[config.mk]
export PLATFORM = sky130hd
export DESIGN_NAME = ret_addr_stack
export DESIGN_NICKNAME = d
export VERILOG_FILES = /design/src/rtl/ras_pkg.sv /design/src/rtl/ras_mem.sv /design/src/rtl/ret_addr_stack.sv
export SDC_FILE = /design/constraint.sdc
export NUM_CORES = 1
export LEC_CHECK = 0
export CORE_UTILIZATION = 40
export CTS_CLUSTER_SIZE = 25
export DETAILED_ROUTE_END_ITERATION = 10
export HOLD_SLACK_MARGIN = 0.06
export PLACE_DENSITY = 0.68
export SLEW_MARGIN = 30
export SYNTH_ARGS = -nofsm -noshare
export SYNTH_HDL_FRONTEND = slang
export SYNTH_HIERARCHICAL = 1
export SYNTH_SLANG_ARGS = --single-unit
[constraint.sdc]
create_clock -name clk -period 4.1 [get_ports clk]
set_input_delay 0.82 -clock clk [delete_from_list [all_inputs] [get_ports clk]]
set_output_delay 0.82 -clock clk [all_outputs]
set_load 0.02 [all_outputs]
[src/rtl/ras_pkg.sv]
// Shared definitions for the return-address stack and its users in the
// execute stage.
package ras_pkg;

   // Overflow policy selector values for the OVF_MODE parameter.
   localparam int OVF_WRAP = 0;   // push when full overwrites the oldest entry
   localparam int OVF_SAT  = 1;   // push when full is dropped

   // Configuration the execute stage instantiates the stack with.
   localparam int RAS_ADDR_W = 16;
   localparam int RAS_DEPTH  = 8;

endpackage : ras_pkg

[src/rtl/ras_mem.sv]
// DEPTH x ADDR_W register array: one synchronous write port and one
// asynchronous read port. Contents are not reset; the owner never exposes
// an entry that has not been written since the stack was last emptied.
module ras_mem
   import ras_pkg::*;
#(
   parameter int ADDR_W = RAS_ADDR_W,
   parameter int DEPTH  = RAS_DEPTH,
   parameter int PTR_W  = $clog2(DEPTH)
) (
   input  logic              clk,
   input  logic              we_i,
   input  logic [PTR_W-1:0]  waddr_i,
   input  logic [ADDR_W-1:0] wdata_i,
   input  logic [PTR_W-1:0]  raddr_i,
   output logic [ADDR_W-1:0] rdata_o
);

   logic [ADDR_W-1:0] mem_q [DEPTH];

   // Write port: one entry per cycle when enabled.
   always_ff @(posedge clk) begin
      if (we_i) begin
         mem_q[waddr_i] <= wdata_i;
      end
   end

   assign rdata_o = mem_q[raddr_i];

endmodule : ras_mem

[src/rtl/ret_addr_stack.sv]
// Return-address stack with configurable overflow policy and a single-level
// checkpoint of the pointer/count so a flush can undo speculative pushes and
// pops. There is no handshake: every push, pop, save and restore is accepted
// in the cycle it is presented, and the outputs top/valid/count are a
// combinational view of the state after the last rising edge.
module ret_addr_stack
   import ras_pkg::*;
#(
   parameter int ADDR_W   = RAS_ADDR_W,
   parameter int DEPTH    = RAS_DEPTH,
   parameter int OVF_MODE = OVF_WRAP,
   localparam int PTR_W   = $clog2(DEPTH),
   localparam int CNT_W   = PTR_W + 1
) (
   input  logic              clk,
   input  logic              rst,
   input  logic              push,
   input  logic [ADDR_W-1:0] push_data,
   input  logic              pop,
   input  logic              ckpt_save,
   input  logic              ckpt_restore,
   output logic [ADDR_W-1:0] top,
   output logic              valid,
   output logic [CNT_W-1:0]  count,
   output logic              ovf,
   output logic              unf
);

   localparam logic [CNT_W-1:0] FULL_CNT = CNT_W'(DEPTH);
   localparam logic [PTR_W-1:0] PTR_ONE  = PTR_W'(1);
   localparam logic [CNT_W-1:0] CNT_ONE  = CNT_W'(1);

   logic [PTR_W-1:0]  tos_q, tos_d;
   logic [CNT_W-1:0]  count_q, count_d;
   logic [PTR_W-1:0]  ck_tos_q, ck_tos_d;
   logic [CNT_W-1:0]  ck_count_q, ck_count_d;
   logic              ovf_q, ovf_d;
   logic              unf_q, unf_d;

   logic              we;
   logic [PTR_W-1:0]  waddr;
   logic [PTR_W-1:0]  top_idx;
   logic [ADDR_W-1:0] rdata;
   logic              empty;
   logic              full;

   assign empty   = (count_q == '0);
   assign full    = (count_q == FULL_CNT);
   assign top_idx = tos_q - PTR_ONE;

   // Next-state for pointer, count and flags: restore beats push/pop.
   always_comb begin
      tos_d   = tos_q;
      count_d = count_q;
      ovf_d   = 1'b0;
      unf_d   = 1'b0;
      we      = 1'b0;
      waddr   = tos_q;
      if (ckpt_restore) begin
         tos_d   = ck_tos_q;
         count_d = ck_count_q;
      end else if (push && pop) begin
         if (empty) begin
            // Pop has nothing to remove; the push still goes in.
            unf_d   = 1'b1;
            we      = 1'b1;
            tos_d   = tos_q + PTR_ONE;
            count_d = CNT_ONE;
         end else begin
            // Replace the top entry in place; depth unchanged, never overflows.
            we    = 1'b1;
            waddr = top_idx;
         end
      end else if (push) begin
         if (!full) begin
            we      = 1'b1;
            tos_d   = tos_q + PTR_ONE;
            count_d = count_q + CNT_ONE;
         end else begin
            ovf_d = 1'b1;
            if (OVF_MODE == OVF_WRAP) begin
               // Ring buffer: the slot at tos holds the oldest entry.
               we    = 1'b1;
               tos_d = tos_q + PTR_ONE;
            end
         end
      end else if (pop) begin
         if (empty) begin
            unf_d = 1'b1;
         end else begin
            tos_d   = tos_q - PTR_ONE;
            count_d = count_q - CNT_ONE;
         end
      end
   end

   // Snapshot captures post-update values, so a save+restore keeps the restore.
   always_comb begin
      ck_tos_d   = ck_tos_q;
      ck_count_d = ck_count_q;
      if (ckpt_save) begin
         ck_tos_d   = tos_d;
         ck_count_d = count_d;
      end
   end

   // State registers with asynchronous clear.
   always_ff @(posedge clk or posedge rst) begin
      if (rst) begin
         tos_q      <= '0;
         count_q    <= '0;
         ck_tos_q   <= '0;
         ck_count_q <= '0;
         ovf_q      <= 1'b0;
         unf_q      <= 1'b0;
      end else begin
         tos_q      <= tos_d;
         count_q    <= count_d;
         ck_tos_q   <= ck_tos_d;
         ck_count_q <= ck_count_d;
         ovf_q      <= ovf_d;
         unf_q      <= unf_d;
      end
   end

   ras_mem #(
      .ADDR_W (ADDR_W),
      .DEPTH  (DEPTH),
      .PTR_W  (PTR_W)
   ) u_mem (
      .clk     (clk),
      .we_i    (we),
      .waddr_i (waddr),
      .wdata_i (push_data),
      .raddr_i (top_idx),
      .rdata_o (rdata)
   );

   assign top   = empty ? '0 : rdata;
   assign valid = !empty;
   assign count = count_q;
   assign ovf   = ovf_q;
   assign unf   = unf_q;

endmodule : ret_addr_stack

==> results.yml <==
outcome:
  status: "finished, final reports clean"
sta:
  max_freq_mhz: 254
  drv_slew: 0
  skew_ns: 0.00666
  finalHoldViolCount: 0
  slew_headroom: 0.519
  min_period_over_period: 0.959
  rsz0062_at_grt: "false"
  setup_viol: 0
  fin_setup_tns_ns: 0
  tightest_slew_ns: 0.714
  layout_min_cycle_time_ns: 3.93
cts:
  clk_pin_slew_ns: 0.06
  postCtsSetupBuffers: 0
  cts_buffer_depth: 2
  cts_buffers: 17
  htreeDepth: 4
  cts_tree: "yes"
  cts-root-buf: "clkbuf_16"
  ctsHoldBuffers: 0
  ctsResizeCount: 0
  clk_latency_ns: 0.41
  clock_sinks: 144
setup_path:
  end_kind: "primary output"
  startpoint_type: "flip-flop"
  worst-setup-path-type: "flip-flop to primary output"
  cp.arrival_ns: 3.11
  cp.required_ns: 3.28
  cp_max_fo: 32
placed_design:
  io_buffers: 44
  gp_congestion: 0.791
  hpwl_um: 6770
global_routing:
  grt_pass1_wl_um: 17700
  antenna_found_initial: 0
  grt_pass1_vias: 3233
  grt-ovfl-total: 0
  grt_max_degree: 33
  grtUsageTotal: 0.155
logic_synthesis:
  syn-num-nets: 358
  synth_cells: 331
  async_flop_share: 0.111
  synth_ff_type: "edfxtp_1"
  ys_seq_elements: 144
  ys_warn_count: 6
  ys_types: 41
  synth_edf_count: 128
  netlist_area_mm2: 0.00615
  yosysSeqAreaShare: 0.691
  syn_avg_cell_area_um2: 18.6
floorplanning:
  floorplan.die.height_um: 126
  pin_count: 45
  dieArea_mm2: 0.0159
  rows: 44
  chipWidth_um: 126
  start_util: 0.417
  core_mm2: 0.0148
final_layout:
  area_delta_synth_final_pct: 20.8
  mostFrequentLayoutCells: "edfxtp_1 (128), clkdlybuf4s50_1 (44), mux4_1 (28)"
  post-route-util: 0.503
  n_antenna_cell: 0
  layout_commonest_cell: "edfxtp_1"
  layout-drive-gt1-share: 0.193
  nets: 423
route:
  vias: 3208
  drcViolationCount: 0
  detail_route.wl_per_cell_um: 19.3
  drt-initial-drc-count: 145
  ant_nets: 0
  wirelength_um: 11500
  via_per_inst: 5.41
  first_pass_iters: 5
run:
  cap_violations: 0
power_and_ir_drop:
  power_density_mw_per_mm2: 763
  leakagePower_nw: 2.61
  vdd_drop_max_mv: 0.462
hold_path:
  hp-class: "flip-flop to flip-flop"
==> routing by layer <==
layer  routed length [um]  part of all wire  GRT usage
met2                 5640              0.49      0.257
met4                  167             0.015     0.0588
met1                 5150              0.45      0.194
met5                    0                 0          0
met3                  495             0.043     0.0412
==> cell usage after synthesis, types with 2 or more instances <==
cell type / count / area (um^2)
a211oi_1: 2 / 15.0
a21oi_1: 3 / 15.0
and2_1: 17 / 106
and3b_1: 2 / 17.5
buf_1: 4 / 15.0
buf_2: 3 / 15.0
buf_6: 4 / 45.0
clkbuf_1: 5 / 18.8
dfrtp_1: 16 / 400
edfxtp_1: 128 / 3840
ha_1: 5 / 62.6
inv_1: 7 / 26.3
mux2_2: 20 / 225
mux2i_1: 6 / 60.1
mux4_1: 28 / 736
mux4_2: 4 / 90.1
nand2_1: 21 / 78.8
nand2b_1: 6 / 37.5
nand3_1: 5 / 25.0
nand4b_1: 2 / 17.5
nor2_1: 8 / 30.0
nor2b_1: 2 / 12.5
nor3_1: 3 / 15.0
nor3b_1: 2 / 15.0
o21a_1: 2 / 15.0
o21ai_0: 6 / 30.0
o31ai_1: 2 / 15.0
xnor2_1: 4 / 35.0
xor2_1: 2 / 17.5
==> layout make-up <==
cell class	count	area, um^2
fillers	1211	7330
flip-flops and latches	144	4240
well taps	184	230
clock buffers	17	425
clock inverters	15	120
inverters	7	26.3
multi-input cells	163	1790
repair buffers	63	583
==> worst max-delay path: stages, from the launching register on <==
cell             delay (ns)
dfrtp_1                0.45
inv_1                  0.07
ha_1                   0.25
xor2_2                 0.18
buf_4                  0.41
mux4_2                 0.37
mux2_2                 0.28
and2_1                 0.16
clkdlybuf4s50_1        0.54
==> path summary, 6_finish.rpt <==
| kind | startpoint | to | slack [ns] | depth (start not counted) |
|---|---|---|---|---|
| worst max-delay path | tos_q[1]$_DFF_PP0_ | top[6] | 0.17 | 8 |
| worst min-delay path | ck_tos_q[0]$_DFFE_PP0P_ | ck_tos_q[0]$_DFFE_PP0P_ | 0.48 | 2 |
| worst max register to register | count[0]$_DFF_PP0_ | u_mem/mem_q[2][0]$_DFFE_PP_ | 0.96 | 8 |
| worst min register to register | ck_tos_q[0]$_DFFE_PP0P_ | ck_tos_q[0]$_DFFE_PP0P_ | 0.48 | 2 |
| max in group asynchronous | rst | ck_tos_q[2]$_DFFE_PP0P_ | 2.89 | 2 |
| min in group asynchronous | rst | count[0]$_DFF_PP0_ | 0.80 | 2 |
==> report_power, final <==
part | switching, mW | total, mW | leakage, nW | internal [mW]
Combinational | 1.18 | 2.41 | 0.979 | 1.23
Sequential | 0.0921 | 1.86 | 1.36 | 1.77
Clock | 0.568 | 1.39 | 0.266 | 0.827
==> metrics by stage <==
step	instance area (um^2)	power, mW	cells	setup slack (ns)	hold WS, ns
after floorplan	6150	3.49	331	0.665	0.449
after global placement	6880	4.30	561	0.657	0.465
after detailed placement	6880	4.33	561	0.599	0.472
after CTS	7420	5.74	593	0.122	0.485
after global routing	7420	5.95	593	0.00569	0.510
final	7420	5.67	593	0.169	0.484
==> registers in the layout (all words and copies together) (netlist names) <==
signal       count
u_mem/mem_q    128
ck_count_q       4
count            4
ck_tos_q         3
tos_q            3
ovf              1
unf              1
==> logic make-up after synthesis <==
group | synth area share
buffers and inverters | 0.0204
AOI/OAI and AO/OA | 0.0240
DFF | 0.691
xor gates and xnor gates | 0.00855
and+or+nand+nor | 0.0656
muxes | 0.181
adders and majority gates | 0.0102
Power figures use the tool's default switching activity.
